$ cat config.mk
export PLATFORM = sky130hd
export DESIGN_NAME = rr_grant_arbiter
export DESIGN_NICKNAME = d
export VERILOG_FILES = /design/src/rtl/rr_arb_pkg.sv /design/src/rtl/grant_decoder.sv /design/src/rtl/rr_grant_arbiter.sv
export SDC_FILE = /design/constraint.sdc
export NUM_CORES = 1
export LEC_CHECK = 0
export BUFFER_PORTS_ARGS = -buffer_cell sky130_fd_sc_hd__buf_4
export CORE_ASPECT_RATIO = 2
export CORE_UTILIZATION = 35
export DETAILED_ROUTE_END_ITERATION = 8
export PLACE_DENSITY_LB_ADDON = 0.08
export SLEW_MARGIN = 20
export SYNTH_ARGS = -nofsm -noshare
export SYNTH_HDL_FRONTEND = slang
export SYNTH_SLANG_ARGS = --single-unit
$ cat constraint.sdc
create_clock -name clk -period 3.3 [get_ports clk]
set_input_delay 0 -clock clk [delete_from_list [all_inputs] [get_ports clk]]
set_output_delay 0 -clock clk [all_outputs]
set_load 0.02 [all_outputs]
$ cat src/rtl/rr_arb_pkg.sv
// Shared types and the rotating first-set search for the eight-way round-robin arbiter.
package rr_arb_pkg;

  localparam int unsigned N_REQ = 8;
  localparam int unsigned IDX_W = 3;

  typedef enum logic {
    IDLE  = 1'b0,
    GRANT = 1'b1
  } arb_state_e;

  typedef struct packed {
    logic             found;
    logic [IDX_W-1:0] idx;
  } search_t;

  // Scan upward from ptr, wrapping 7 -> 0; the first set bit wins.
  function automatic search_t rr_search(input logic [N_REQ-1:0] req,
                                        input logic [IDX_W-1:0] ptr);
    search_t          res;
    logic [IDX_W-1:0] cand;
    res.found = 1'b0;
    res.idx   = {IDX_W{1'b0}};
    for (int unsigned k = 0; k < N_REQ; k++) begin
      cand = ptr + IDX_W'(k);
      if (!res.found && req[cand]) begin
        res.found = 1'b1;
        res.idx   = cand;
      end else begin
        res.found = res.found;
      end
    end
    return res;
  endfunction

endpackage

$ cat src/rtl/grant_decoder.sv
// 3-to-8 one-hot decoder with enable; turns the registered owner index into select lines.
module grant_decoder
  import rr_arb_pkg::*;
(
  input  logic [IDX_W-1:0] idx_i,
  input  logic             en_i,
  output logic [N_REQ-1:0] onehot_o
);

  // Decode the owner index; all lines low while no grant is active.
  always_comb begin
    onehot_o = {N_REQ{1'b0}};
    if (en_i) begin
      onehot_o[idx_i] = 1'b1;
    end else begin
      onehot_o = {N_REQ{1'b0}};
    end
  end

endmodule

$ cat src/rtl/rr_grant_arbiter.sv
// Eight-way round-robin arbiter with held grants and a dead cycle between owners.
// Optional forced release after HOLD_MAX cycles when RR_ARB_TIMEOUT_EN is defined.
module rr_grant_arbiter
  import rr_arb_pkg::*;
#(
  parameter int unsigned HOLD_MAX = 16
) (
  input  logic             clk,
  input  logic             rst_n,
  input  logic [N_REQ-1:0] req_i,
  input  logic             done_i,
  output logic [N_REQ-1:0] gnt_o,
  output logic [IDX_W-1:0] gnt_idx_o,
  output logic             gnt_valid_o,
  output logic             timeout_o
);

  if ((HOLD_MAX < 1) || (HOLD_MAX > 255)) begin : g_hold_max_range
    $error("rr_grant_arbiter: HOLD_MAX must be within 1..255");
  end

  arb_state_e       state_q, state_d;
  logic [IDX_W-1:0] ptr_q, ptr_d;
  logic [IDX_W-1:0] gnt_idx_q, gnt_idx_d;
  logic             gnt_valid_q, gnt_valid_d;
  logic             timeout_q, timeout_d;

  search_t          search_s;
  logic             owner_drop_s;
  logic             limit_s;
  logic             forced_s;
  logic             release_s;

`ifdef RR_ARB_TIMEOUT_EN
  localparam logic [7:0] HOLD_LAST = 8'(HOLD_MAX - 1);
  logic [7:0] hold_cnt_q, hold_cnt_d;
`endif

  // Rotating search and release conditions for the current owner.
  always_comb begin
    search_s     = rr_search(req_i, ptr_q);
    owner_drop_s = ~req_i[gnt_idx_q];
`ifdef RR_ARB_TIMEOUT_EN
    limit_s      = (hold_cnt_q == HOLD_LAST);
`else
    limit_s      = 1'b0;
`endif
    // A limit hit that coincides with a normal release is reported as normal.
    forced_s     = limit_s & ~done_i & ~owner_drop_s;
    release_s    = done_i | owner_drop_s | limit_s;
  end

  // Next-state and next-output logic of the IDLE/GRANT machine.
  always_comb begin
    state_d     = state_q;
    ptr_d       = ptr_q;
    gnt_idx_d   = gnt_idx_q;
    gnt_valid_d = gnt_valid_q;
    timeout_d   = 1'b0;
`ifdef RR_ARB_TIMEOUT_EN
    hold_cnt_d  = hold_cnt_q;
`endif
    case (state_q)
      IDLE: begin
        if (search_s.found) begin
          state_d     = GRANT;
          gnt_idx_d   = search_s.idx;
          gnt_valid_d = 1'b1;
`ifdef RR_ARB_TIMEOUT_EN
          hold_cnt_d  = 8'd0;
`endif
        end else begin
          gnt_valid_d = 1'b0;
        end
      end
      GRANT: begin
        if (release_s) begin
          state_d     = IDLE;
          gnt_valid_d = 1'b0;
          ptr_d       = gnt_idx_q + IDX_W'(1);
          timeout_d   = forced_s;
        end else begin
`ifdef RR_ARB_TIMEOUT_EN
          hold_cnt_d  = (hold_cnt_q == 8'hFF) ? hold_cnt_q : hold_cnt_q + 8'd1;
`endif
          gnt_valid_d = 1'b1;
        end
      end
      default: begin
        state_d     = IDLE;
        gnt_valid_d = 1'b0;
      end
    endcase
  end

  // State and output registers with synchronous active-low reset.
  always_ff @(posedge clk) begin
    if (!rst_n) begin
      state_q     <= IDLE;
      ptr_q       <= {IDX_W{1'b0}};
      gnt_idx_q   <= {IDX_W{1'b0}};
      gnt_valid_q <= 1'b0;
      timeout_q   <= 1'b0;
`ifdef RR_ARB_TIMEOUT_EN
      hold_cnt_q  <= 8'd0;
`endif
    end else begin
      state_q     <= state_d;
      ptr_q       <= ptr_d;
      gnt_idx_q   <= gnt_idx_d;
      gnt_valid_q <= gnt_valid_d;
      timeout_q   <= timeout_d;
`ifdef RR_ARB_TIMEOUT_EN
      hold_cnt_q  <= hold_cnt_d;
`endif
    end
  end

  grant_decoder u_grant_decoder (
    .idx_i    (gnt_idx_q),
    .en_i     (gnt_valid_q),
    .onehot_o (gnt_o)
  );

  assign gnt_idx_o   = gnt_idx_q;
  assign gnt_valid_o = gnt_valid_q;
  assign timeout_o   = timeout_q;

endmodule

Word-level counts from Yosys, hierarchy flattened
Cells that the tools add are included.
- bits in latches: 0
- bits in read-only memories: 0
- memories: 0
- bits in registers: 7
- input bits: 11
- memory bits (writable): 0
- equal/unequal tests: 0
- multipliers: 0
- div/mod/pow operators: 0
- muxes and demuxes: 40
- reductions and logical operators: 17
- add/subtract/negate cells: 8
- shift-type cells: 0
- $lt $le $gt $ge: 10
- bitwise operators: 3
- operators with widths (kind ; number):
    $lt A3 B4 Y1 const B ; 9
    $bmux W1 S3 ; 9
    $mux W3 ; 8
    $mux W1 ; 20
    $add A3 B3 Y3 const B ; 4
    $logic_and A1 B1 Y1 ; 8
    $mux W8 ; 1
    $logic_not A1 Y1 ; 7
    $add A3 B1 Y3 const B ; 2
    $add A3 B2 Y3 const B ; 2
    $reduce_and A2 Y1 ; 2
    $demux W1 S3 ; 1
    $ge A3 B1 Y1 const B ; 1
    $not A1 Y1 ; 2
    $pmux W1 S2 ; 1
    $or A1 B1 Y1 ; 1

Depth between registers and ports, before layout
Gate-level depths: netlist of the first run.
- depth in word-level cells: 26
- mapped depth: 12
- depth with buffers taken out: 9

Cells and area by module
A second synthesis of the first run with hierarchy kept.
- cell total of the unflattened synthesis: 130
- area total of the unflattened synthesis: 1213.7 um^2
- modules (own cells, without submodules) (module ; seq. area each (um^2) ; area each (um^2) ; instances ; cells an instance):
    rr_grant_arbiter ; 140.1 ; 1117.3 ; 1 ; 122
    grant_decoder ; 0.0 ; 96.3 ; 1 ; 8

Least setup slack after synthesis of the first run
No wires, ideal clock.
- kind: register to register
- start point: register ptr_q[0]
- end point: register gnt_idx_q[0], in the netlist gnt_idx_o[0]
- period minus slack after synthesis: 2.922 ns
- buffers on the path: 3
- stages on the path, launching flop included: 13
- path slack: 0.378 ns
- required time: 3.197 ns
- setup time: 0.103 ns
- arrival time: 2.819 ns
- cell sequence: dfxtp_1 buf_6 buf_6 inv_2 ha_1 buf_6 mux4_2 mux2i_4 a32oi_2 nor3_4 and3_2 nor3_1 a2111oi_2
- cells in the longest elaborated chain, start to end: 25
- elaborated cells on any way between the ends: 54
- those cells by class: add/sub: 7; mux: 32; reduce/logical: 15
- ends and longest elaborated chain (what ; RTL line ; RTL):
    start, declared ; rr_grant_arbiter.sv:23 ; logic [IDX_W-1:0] ptr_q, ptr_d;
    start signal, assigned ; rr_grant_arbiter.sv:100 ; ptr_q <= {IDX_W{1'b0}};
    start signal, assigned ; rr_grant_arbiter.sv:109 ; ptr_q <= ptr_d;
    parallel branches: the longest is 25 deep, another holds $add A3 B1 Y3 ; n/a ;
    end signal, assigned ; rr_grant_arbiter.sv:101 ; gnt_idx_q <= {IDX_W{1'b0}};
    end signal, assigned ; rr_grant_arbiter.sv:110 ; gnt_idx_q <= gnt_idx_d;
    end, declared ; rr_grant_arbiter.sv:24 ; logic [IDX_W-1:0] gnt_idx_q, gnt_idx_d;
Several ways; the timed one is not identified. The select of a mux whose other input is x is not followed.
A chain may end at the register's enable or synchronous reset.

Final worst setup path of the first run
Ends and elaborated chain as after synthesis.

==> results of run 1 <==
[state kept, by name (all words and copies together), names as in the netlist]
signal / count
gnt_valid_o: 1
gnt_idx_o: 3
ptr_q: 3
[final timing paths]
check	from	endpoint	slack (ns)
setup reg to reg	ptr_q[0]	gnt_idx_o[0]	0.28
setup / recovery	ptr_q[0]	gnt_idx_o[0]	0.28
hold reg to reg	ptr_q[0]	ptr_q[0]	0.69
hold / removal	rst_n	gnt_idx_o[2]	0.03
[routing by layer]
layer	up-vias	global-route usage (%)	part of all wire [%]
li1	593	-	-
met1	593	20.87	35
met2	53	37.14	57
met3	16	0.6000	3.4
met4	0	10.43	4.0
met5	-	0	0
[cells in the final DEF (no fill, tap or decap), drive strengths merged, types with 2 or more instances in the layout]
| master | synthesis | layout |
|---|---|---|
| nor3 | 5 | 5 |
| inv | 4 | 4 |
| xor2 | 4 | 4 |
| mux4 | 13 | 13 |
| nor2b | 3 | 3 |
| nor2 | 15 | 15 |
| a21oi | 11 | 11 |
| clkbuf | 4 | 4 |
| nand2b | 4 | 4 |
| ha | 3 | 3 |
| o21ai | 3 | 3 |
| nand2 | 15 | 15 |
| a31oi | 2 | 2 |
| a211oi | 2 | 2 |
| a22oi | 3 | 3 |
| dfxtp | 7 | 7 |
| and3 | 3 | 3 |
| xnor2 | 3 | 3 |
| mux2 | 7 | 7 |
| mux2i | 10 | 10 |
| buf | 7 | 25 |
[cells by family after synthesis]
family	after synthesis	synth area share, %
AND/OR/NAND/NOR	50	18.64
XOR/XNOR	7	4.567
multiplexers	30	37.19
other	1	0.2793
AO/OA/AOI/OAI	33	19.01
flip-flops	7	10.44
buffers and inverters	15	7.081
adder cells (fa/ha/maj)	3	2.796
[area by class of cell]
cell class	instances	area (sq um)	share of cell area (%)
well taps	49	61.31	3.939
inverters	4	15.01	0.9646
repair buffers	25	187.7	12.06
multi-input cells	124	1107	71.14
flip-flops and latches	7	140.1	9.003
clock buffers	4	45.04	2.894
[metrics by stage]
step	setup slack (ns)	area [sq um]	hold slack (ns)
floorplan	0.3775	1343	0.1161
global route	0.1325	1556	0.04032
finish	0.2768	1556	0.02968
global placement	0.3957	1511	0.2504
detailed placement	0.3003	1511	0.2597
CTS	0.2666	1556	0.02513
[power by group]
part / switching [W] / total, W / leakage, nW / internal, W
Combinational: 0.000375 / 0.000705 / 0.559 / 0.000330
Sequential: 0.0000501 / 0.000155 / 0.0577 / 0.000105
Clock: 0.0000356 / 0.000119 / 0.0228 / 0.0000834
Total: 0.000461 / 0.000979 / 0.639 / 0.000518
==> impl_metrics.py, run 1 <==
metrics = {
    "place": {
        "numPortBuffers": 22,
        "dpl.hpwl_um": 2926,
        "gp_congestion": 0.7690,
        "dp.cells": 209,
    },
    "sta": {
        "timing.final.crit_period_ns": 3.023,
        "setup_violations": 0,
        "max_freq_ghz": 0.3308,
        "max_slew.worst_pin.slew_ns": 0.5233,
        "timing.final.hold_violations": 0,
        "timing.clock.skew_ns": 0.0005240,
        "grt_setup_unrepaired": "no",
        "slew-limit-headroom_pct": 65.06,
        "finalSetupTns_ns": 0,
        "slew_violations": 0,
        "fin_crit_sh_pct": 91.61,
    },
    "synthesis": {
        "fraction_of_the_yosys_area_taken_by_sequential_cells_pct": 10.44,
        "leading_post_synthesis_cells_by_instance_count": "nand2_1 (15), nor2_1 (15), a21oi_1 (11)",
        "synth_area_leaders": "mux4_2 (17%), dfxtp_1 (10%), mux2i_1 (6.7%), mux4_1 (5.9%), mux2_2 (5.0%)",
        "ys_ff_latch": 7,
        "ys.warnings.count": 0,
        "syn_inst": 146,
        "synth_enable_flop_cells": 0,
        "netlist_area_sq_mm": 0.001343,
        "yosysTopAreaCellShare_pct": 16.78,
        "syn_nets": 160,
        "synth-main-ff-cell": "dfxtp_1",
        "yosys.area.top_type": "mux4_2",
        "ys_async_sr_fraction_pct": 0,
        "mean_cell_area_of_the_mapped_netlist_sq_um": 9.195,
        "synth.lib_cells_used.distinct": 48,
    },
    "clock_tree": {
        "clock_tree.htree_level_count": 1,
        "worst_setup_hold_path_clk_slew_ns": 0.04,
        "cts_made_buffers": 3,
        "clk_lat_worst_skew_ns": 0.23,
        "clock-sinks": 7,
        "post_cts_resized": 0,
        "clock_path_buffers": 2,
        "post_cts_hold_buffer_count": 0,
        "post_cts_repair_setup_buffers": 0,
        "tritoncts_clock_tree": "done",
        "cts_root_buf": "clkbuf_8",
    },
    "floorplan": {
        "fp.dieH_um": 89.59,
        "core.rowCount": 31,
        "ios": 24,
        "start_util_pct": 36.82,
        "total_die_area_sq_mm": 0.004103,
        "area_of_the_core_sq_mm": 0.003646,
        "die_x_um": 45.80,
    },
    "worst_setup_path": {
        "critical_path_arrival_ns": 3.14,
        "crit_chain": "inv_2 -> ha_1 -> mux4_1 -> mux2i_4 -> a32oi_2 -> nor3_4 -> and3_2 -> nor3_1 -> a2111oi_2",
        "cp_data_required_time_ns": 3.41,
        "worstSetupEndpointType": "flip-flop",
        "timing.critical_path.buf_inv": 1,
        "start_kind": "flip-flop",
        "cpPeakStageDelay_ns": 0.65,
        "worst-path-stages": 9,
        "worst_r2r_path_depth": 9,
        "timing.critical_path.fanout_max": 9,
        "critical-path-slowest-cell": "mux4_1",
        "path_class": "flip-flop to flip-flop",
        "cpLargestDelayFamily": "multiplexers",
    },
    "hold_path": {
        "min_path_type": "input pin to flip-flop",
        "hold_path_cells": 2,
    },
    "cells_and_area": {
        "fin_cells": 213,
        "finish.net_count": 179,
        "finish.utilization_pct": 42.69,
        "layout.filler_cells": 377,
        "area.growth.synth_to_final_pct": 15.94,
        "final_layout_size_suffix_gt1_share_pct": 33.54,
        "num_antenna_cells": 0,
    },
    "status": {
        "outcome": "completed",
    },
    "power": {
        "fin_total_pwr_w": 0.0009790,
        "p_leak_nw": 0.6390,
        "ir_worst_vdd_v": 0.0003544,
        "p_per_cell_area_mw_per_mm2": 629.0,
    },
    "global_routing": {
        "grt_first_pass_wirelength_um": 5934,
        "antenna_found_initial": 0,
        "grt_pass1_vias": 1235,
        "grt_max_degree": 15,
        "track_usage_pct": 19.69,
        "grt.overflow.total": 0,
    },
    "drt": {
        "vias_per_cell": 5.892,
        "vias": 1255,
        "firstDrtPassIters": 6,
        "detail_route.wl_per_cell_um": 17.03,
        "detail_route.drc_violations": 0,
        "detail_route.wirelength_um": 3627,
        "antenna_viol_nets_final": 0,
        "detailedRoute.firstIterationViolations": 56,
    },
    "run": {
        "drv_cap": 0,
    },
}
(Power assumes the default switching activity.)
==> inputs of run 2 (changes only) <==
--- a/config.mk
+++ b/config.mk
@@ -13,4 +13,5 @@
 export SLEW_MARGIN = 20
 export SYNTH_ARGS = -nofsm -noshare
 export SYNTH_HDL_FRONTEND = slang
+export SYNTH_HIERARCHICAL = 1
 export SYNTH_SLANG_ARGS = --single-unit
==> impl_metrics.py, run 2 <==
metrics = {
    "status": {
        "outcome": "completed",
    },
    "synthesis": {
        "synth-main-ff-cell": "dfxtp_1",
        "syn_inst": 130,
        "ys_ff_latch": 7,
        "synth_enable_flop_cells": 0,
        "synth_area_leaders": "mux4_2 (15%), dfxtp_1 (12%), mux2_2 (6.5%), mux2i_1 (5.8%), a21oi_1 (4.9%)",
        "yosys.area.top_type": "mux4_2",
        "most_repeated_cell_in_the_gate_level_netlist_after_synthesis": "a21oi_1",
        "ys_async_sr_fraction_pct": 0,
        "netlist_area_sq_mm": 0.001214,
        "ys.warnings.count": 6,
        "yosysTopAreaCellShare_pct": 14.85,
        "synth.lib_cells_used.distinct": 47,
        "syn_nets": 144,
        "mean_cell_area_of_the_mapped_netlist_sq_um": 9.336,
        "fraction_of_the_yosys_area_taken_by_sequential_cells_pct": 11.55,
        "leading_post_synthesis_cells_by_instance_count": "a21oi_1 (12), nor2_1 (11), mux4_2 (8)",
    },
    "sta": {
        "slew-limit-headroom_pct": 55.28,
        "whs_ns": 0.05292,
        "slew_violations": 0,
        "max_freq_ghz": 0.3701,
        "grt_setup_unrepaired": "no",
        "finalSetupTns_ns": 0,
        "timing.clock.skew_ns": 0.002000,
        "timing.final.crit_period_ns": 2.702,
        "timing.final.hold_violations": 0,
        "max_slew.worst_pin.slew_ns": 0.6699,
        "setup_violations": 0,
        "fin_crit_sh_pct": 81.87,
    },
    "clock_tree": {
        "post_cts_resized": 0,
        "post_cts_hold_buffer_count": 0,
        "clock-sinks": 7,
        "post_cts_repair_setup_buffers": 0,
        "clock_tree.htree_level_count": 1,
        "clk_lat_worst_skew_ns": 0.23,
        "tritoncts_clock_tree": "done",
        "cts_made_buffers": 3,
        "worst_setup_hold_path_clk_slew_ns": 0.04,
        "clock_path_buffers": 2,
        "cts_root_buf": "clkbuf_8",
    },
    "drt": {
        "antenna_viol_nets_final": 0,
        "detail_route.wirelength_um": 3459,
        "detail_route.wl_per_cell_um": 19.01,
        "vias_per_cell": 6.231,
        "detail_route.drc_violations": 0,
        "detailedRoute.firstIterationViolations": 18,
        "vias": 1134,
        "firstDrtPassIters": 5,
    },
    "global_routing": {
        "track_usage_pct": 20.26,
        "grt_pass1_vias": 1152,
        "grt_first_pass_wirelength_um": 5768,
        "grt.overflow.total": 0,
        "grt_max_degree": 18,
        "antenna_found_initial": 0,
    },
    "power": {
        "p_leak_nw": 0.5939,
        "ir_worst_vdd_v": 0.0002915,
        "p_per_cell_area_mw_per_mm2": 483.2,
        "fin_total_pwr_w": 0.0006941,
    },
    "worst_setup_path": {
        "path_class": "flip-flop to flip-flop",
        "cp_data_required_time_ns": 3.42,
        "critical_path_arrival_ns": 2.82,
        "worstSetupEndpointType": "flip-flop",
        "start_kind": "flip-flop",
        "timing.critical_path.fanout_max": 9,
    },
    "floorplan": {
        "core.rowCount": 29,
        "total_die_area_sq_mm": 0.003721,
        "ios": 24,
        "fp.dieH_um": 85.28,
        "die_x_um": 43.64,
        "area_of_the_core_sq_mm": 0.003229,
        "start_util_pct": 37.58,
    },
    "cells_and_area": {
        "layout.filler_cells": 318,
        "final_layout_size_suffix_gt1_share_pct": 37.09,
        "area.growth.synth_to_final_pct": 18.35,
        "fin_cells": 182,
        "finish.net_count": 166,
        "layout_commonest_cell": "buf_4",
        "most-common-layout-cells": "buf_4 (24), a21oi_1 (12), nor2_1 (11), mux4_2 (8)",
        "num_antenna_cells": 0,
    },
    "place": {
        "numPortBuffers": 22,
        "dpl.hpwl_um": 2733,
        "dp.cells": 178,
        "gp_congestion": 0.7726,
    },
    "run": {
        "drv_cap": 0,
    },
    "hold_path": {
        "min_path_type": "input pin to flip-flop",
    },
}
## run 2: worst paths after layout
path / startpoint / to / slack (ns) / depth (start not counted)
worst max-delay path: ptr_q[1] / gnt_idx_o[0] / 0.60 / 9
worst min-delay path: rst_n / ptr_q[0] / 0.05 / 2
worst max register to register: ptr_q[1] / gnt_idx_o[0] / 0.60 / 9
worst min register to register: gnt_idx_o[1] / gnt_idx_o[1] / 0.67 / 2
## run 2: metal layers
layer | GRT usage [%] | wire [um] | up-vias
li1 | - | - | 553
met1 | 23.16 | 1344 | 550
met2 | 36.77 | 1986 | 25
met3 | 1.489 | 67 | 6
met4 | 8.239 | 61 | 0
met5 | 0 | 0 | -
## run 2: where the power goes
part	internal [W]	switching [W]
Combinational	0.000203	0.000238
Sequential	0.0000972	0.0000329
Clock	0.0000838	0.0000390
## run 2: cells by family (layout without fill, tap and decap cells)
logic type / count (synthesis) / count (layout) / synth area share (%)
AND/OR/NAND/NOR: 43 / 43 / 23.20
other: 1 / 1 / 0.3090
flip-flops: 7 / 7 / 11.55
XOR/XNOR: 5 / 5 / 3.609
buffers and inverters: 12 / 33 / 4.949
multiplexers: 25 / 25 / 32.68
adder cells (fa/ha/maj): 3 / 3 / 3.093
AO/OA/AOI/OAI: 34 / 34 / 20.62
## run 2: layout make-up
class | count | area (sq um) | share of cell area [%]
Multi-Input combinational cell | 111 | 1013 | 70.56
Timing Repair Buffer | 24 | 180.2 | 12.54
Sequential cell | 7 | 140.1 | 9.756
Clock buffer | 4 | 45.04 | 3.136
Tap cell | 31 | 38.79 | 2.700
Inverter | 5 | 18.77 | 1.307
## run 2: through the flow
stage	area (sq um)	utilization (%)	worst slack (ns)
6_report	1436	44.48	0.5983
5_1_grt	1436	44.48	0.3034
4_1_cts	1436	44.48	0.5686
3_5_place_dp	1391	43.08	0.5823
3_3_place_gp	1391	43.08	0.5591
2_1_floorplan	1214	-	0.5387
## run 2: critical path: stages (launching register included)
cell,delay (ns)
dfxtp_1,0.32
inv_1,0.07
ha_1,0.48
mux4_2,0.61
mux2_2,0.35
nor4_1,0.28
nand3_1,0.13
nand2b_1,0.16
nand2b_1,0.07
o211a_1,0.12
==> inputs of run 3 (changes only) <==
==> constraint.sdc (replaced) <==
create_clock -name clk -period 2.4 [get_ports clk]
set_input_delay 0 -clock clk [delete_from_list [all_inputs] [get_ports clk]]
set_output_delay 0 -clock clk [all_outputs]
set_load 0.02 [all_outputs]
==> impl_metrics.py, run 3 (synthesized netlist as in run 2, its figures left out) <==
metrics = {
    "status": {
        "outcome": "finished, violations left",
        "violations_in_the_final_reports": "setup timing",
    },
    "power": {
        "power.switching_w": 0.0004674,
        "p_leak_nw": 0.7088,
        "power_switching_share_pct": 42.22,
        "power.combinational.fraction_pct": 70.6,
        "ir_worst_vdd_v": 0.0004158,
        "internal_power_w": 0.0006396,
        "p_per_cell_area_mw_per_mm2": 679.1,
        "seq_power_share_pct": 14.5,
        "power.clock.fraction_pct": 14.8,
        "fin_total_pwr_w": 0.001107,
    },
    "clock_tree": {
        "cts_made_buffers": 3,
        "cts_root_buf": "clkbuf_8",
        "post_cts_hold_buffer_count": 0,
        "clk_lat_worst_skew_ns": 0.22,
        "clock_tree.htree_level_count": 1,
        "tritoncts_clock_tree": "done",
        "clock-sinks": 7,
        "worst_setup_hold_path_clk_slew_ns": 0.04,
        "clock_path_buffers": 2,
    },
    "place": {
        "numPortBuffers": 22,
        "dpl.hpwl_um": 3005,
        "preCtsSetupSlack_ns": -0.07897,
        "gp_congestion": 0.8172,
    },
    "sta": {
        "slew_violations": 0,
        "grt_setup_unrepaired": "yes",
        "finalSetupTns_ns": -0.006293,
        "max_freq_ghz": 0.4156,
        "fin_crit_sh_pct": 100.3,
        "setup_violations": 1,
        "timing.final.hold_violations": 0,
        "whs_ns": 0.05784,
        "timing.final.crit_period_ns": 2.406,
        "timing.clock.skew_ns": 0.002876,
        "worst_slack_ns": -0.006293,
    },
    "cells_and_area": {
        "layout_commonest_cell": "buf_4",
        "finish.net_count": 187,
        "most-common-layout-cells": "buf_4 (45), a21oi_1 (12), nor2_1 (10), mux4_2 (9), mux2i_1 (6)",
        "finish.utilization_pct": 50.48,
        "final_layout_size_suffix_gt1_share_pct": 50.00,
        "area.growth.synth_to_final_pct": 34.33,
        "layout.filler_cells": 303,
        "num_antenna_cells": 0,
    },
    "floorplan": {
        "ios": 24,
        "fp.dieH_um": 85.28,
        "core.rowCount": 29,
        "total_die_area_sq_mm": 0.003721,
        "die_x_um": 43.64,
        "area_of_the_core_sq_mm": 0.003229,
        "start_util_pct": 37.58,
    },
    "worst_setup_path": {
        "timing.critical_path.fanout_max": 5,
        "critical_path_arrival_ns": 2.52,
        "path_class": "flip-flop to flip-flop",
        "crit_chain": "inv_4 -> ha_4 -> mux4_2 -> mux2i_1 -> buf_4 -> nor2_2 -> o21bai_1 -> a21oi_1 -> o31a_1 -> o211a_1",
        "cpPeakStageDelay_ns": 0.56,
        "worstSetupEndpointType": "flip-flop",
        "critical-path-slowest-cell": "mux4_2",
        "cp_data_required_time_ns": 2.51,
        "start_kind": "flip-flop",
    },
    "hold_path": {
        "min_path_type": "input pin to flip-flop",
    },
    "drt": {
        "detailedRoute.firstIterationViolations": 35,
        "vias": 1239,
        "vias_per_cell": 6.103,
        "firstDrtPassIters": 4,
        "detail_route.drc_violations": 0,
        "detail_route.wl_per_cell_um": 17.95,
        "detail_route.wirelength_um": 3644,
        "antenna_viol_nets_final": 0,
    },
    "global_routing": {
        "grt_max_degree": 14,
        "grt.overflow.total": 0,
        "track_usage_pct": 20.85,
        "grt_first_pass_wirelength_um": 5892,
        "grt_pass1_vias": 1265,
        "antenna_found_initial": 0,
    },
    "run": {
        "drv_cap": 0,
    },
}
-- run 3: cell types whose count changed in the layout (fill, tap and decap cells not counted), sizes merged --
| cell | change |
|---|---|
| buf | +21 |
-- run 3: what timing repair did --
item,in CTS,in global routing
gates resized for setup,3,5
setup buffers,0,3
pin swaps,3,6
endpoints found under the setup margin,3,3
-- run 3: metrics by stage --
step / cell area (sq um) / instances
3_5_place_dp: 1545 / 196
6_report: 1630 / 203
2_1_floorplan: 1245 / 130
3_3_place_gp: 1545 / 196
5_1_grt: 1630 / 203
4_1_cts: 1595 / 200
-- run 3: power groups by stage --
stage | combinational (W) | clock [W] | sequential [W]
2_1_floorplan | 0.000473 | 0 | 0.000183
3_3_place_gp | 0.000725 | 0 | 0.000163
3_5_place_dp | 0.000739 | 0 | 0.000163
4_1_cts | 0.000747 | 0.000169 | 0.000162
5_1_grt | 0.000844 | 0.000179 | 0.000164
6_report | 0.000782 | 0.000164 | 0.000161
-- run 3: per-layer routing --
| metal | vias to the layer above | track usage (%) | part of all wire (%) |
|---|---|---|---|
| met3 | 11 | 2.128 | 3.6 |
| li1 | 596 | - | - |
| met4 | 0 | 12.22 | 4.5 |
| met5 | - | 0 | 0 |
| met2 | 42 | 39.21 | 57 |
| met1 | 590 | 20.39 | 35 |
-- run 3: worst paths after layout --
check,depth (start not counted),slack [ns],to,from
hold / removal,2,0.06,ptr_q[0],rst_n
hold reg to reg,2,0.65,ptr_q[2],ptr_q[2]
setup / recovery,10,-0.006,gnt_idx_o[0],ptr_q[0]
setup reg to reg,10,-0.006,gnt_idx_o[0],ptr_q[0]
-- run 3: layout make-up --
cell class / count / area, sq um / area share [%]
multi-input combinational: 111 / 1042 / 63.93
sequential: 7 / 145.1 / 8.903
tap: 31 / 38.79 / 2.379
timing repair buffer: 45 / 337.8 / 20.72
inverter: 5 / 21.27 / 1.305
clock buffer: 4 / 45.04 / 2.763
-- run 3: critical path, delay by kind of cell, from the launching register on --
family	cells	cell delay (ns)
flip-flops	1	0.37
adder cells (fa/ha/maj)	1	0.29
buffers and inverters	2	0.20
AO/OA/AOI/OAI	4	0.68
AND/OR/NAND/NOR	1	0.04
multiplexers	2	0.72
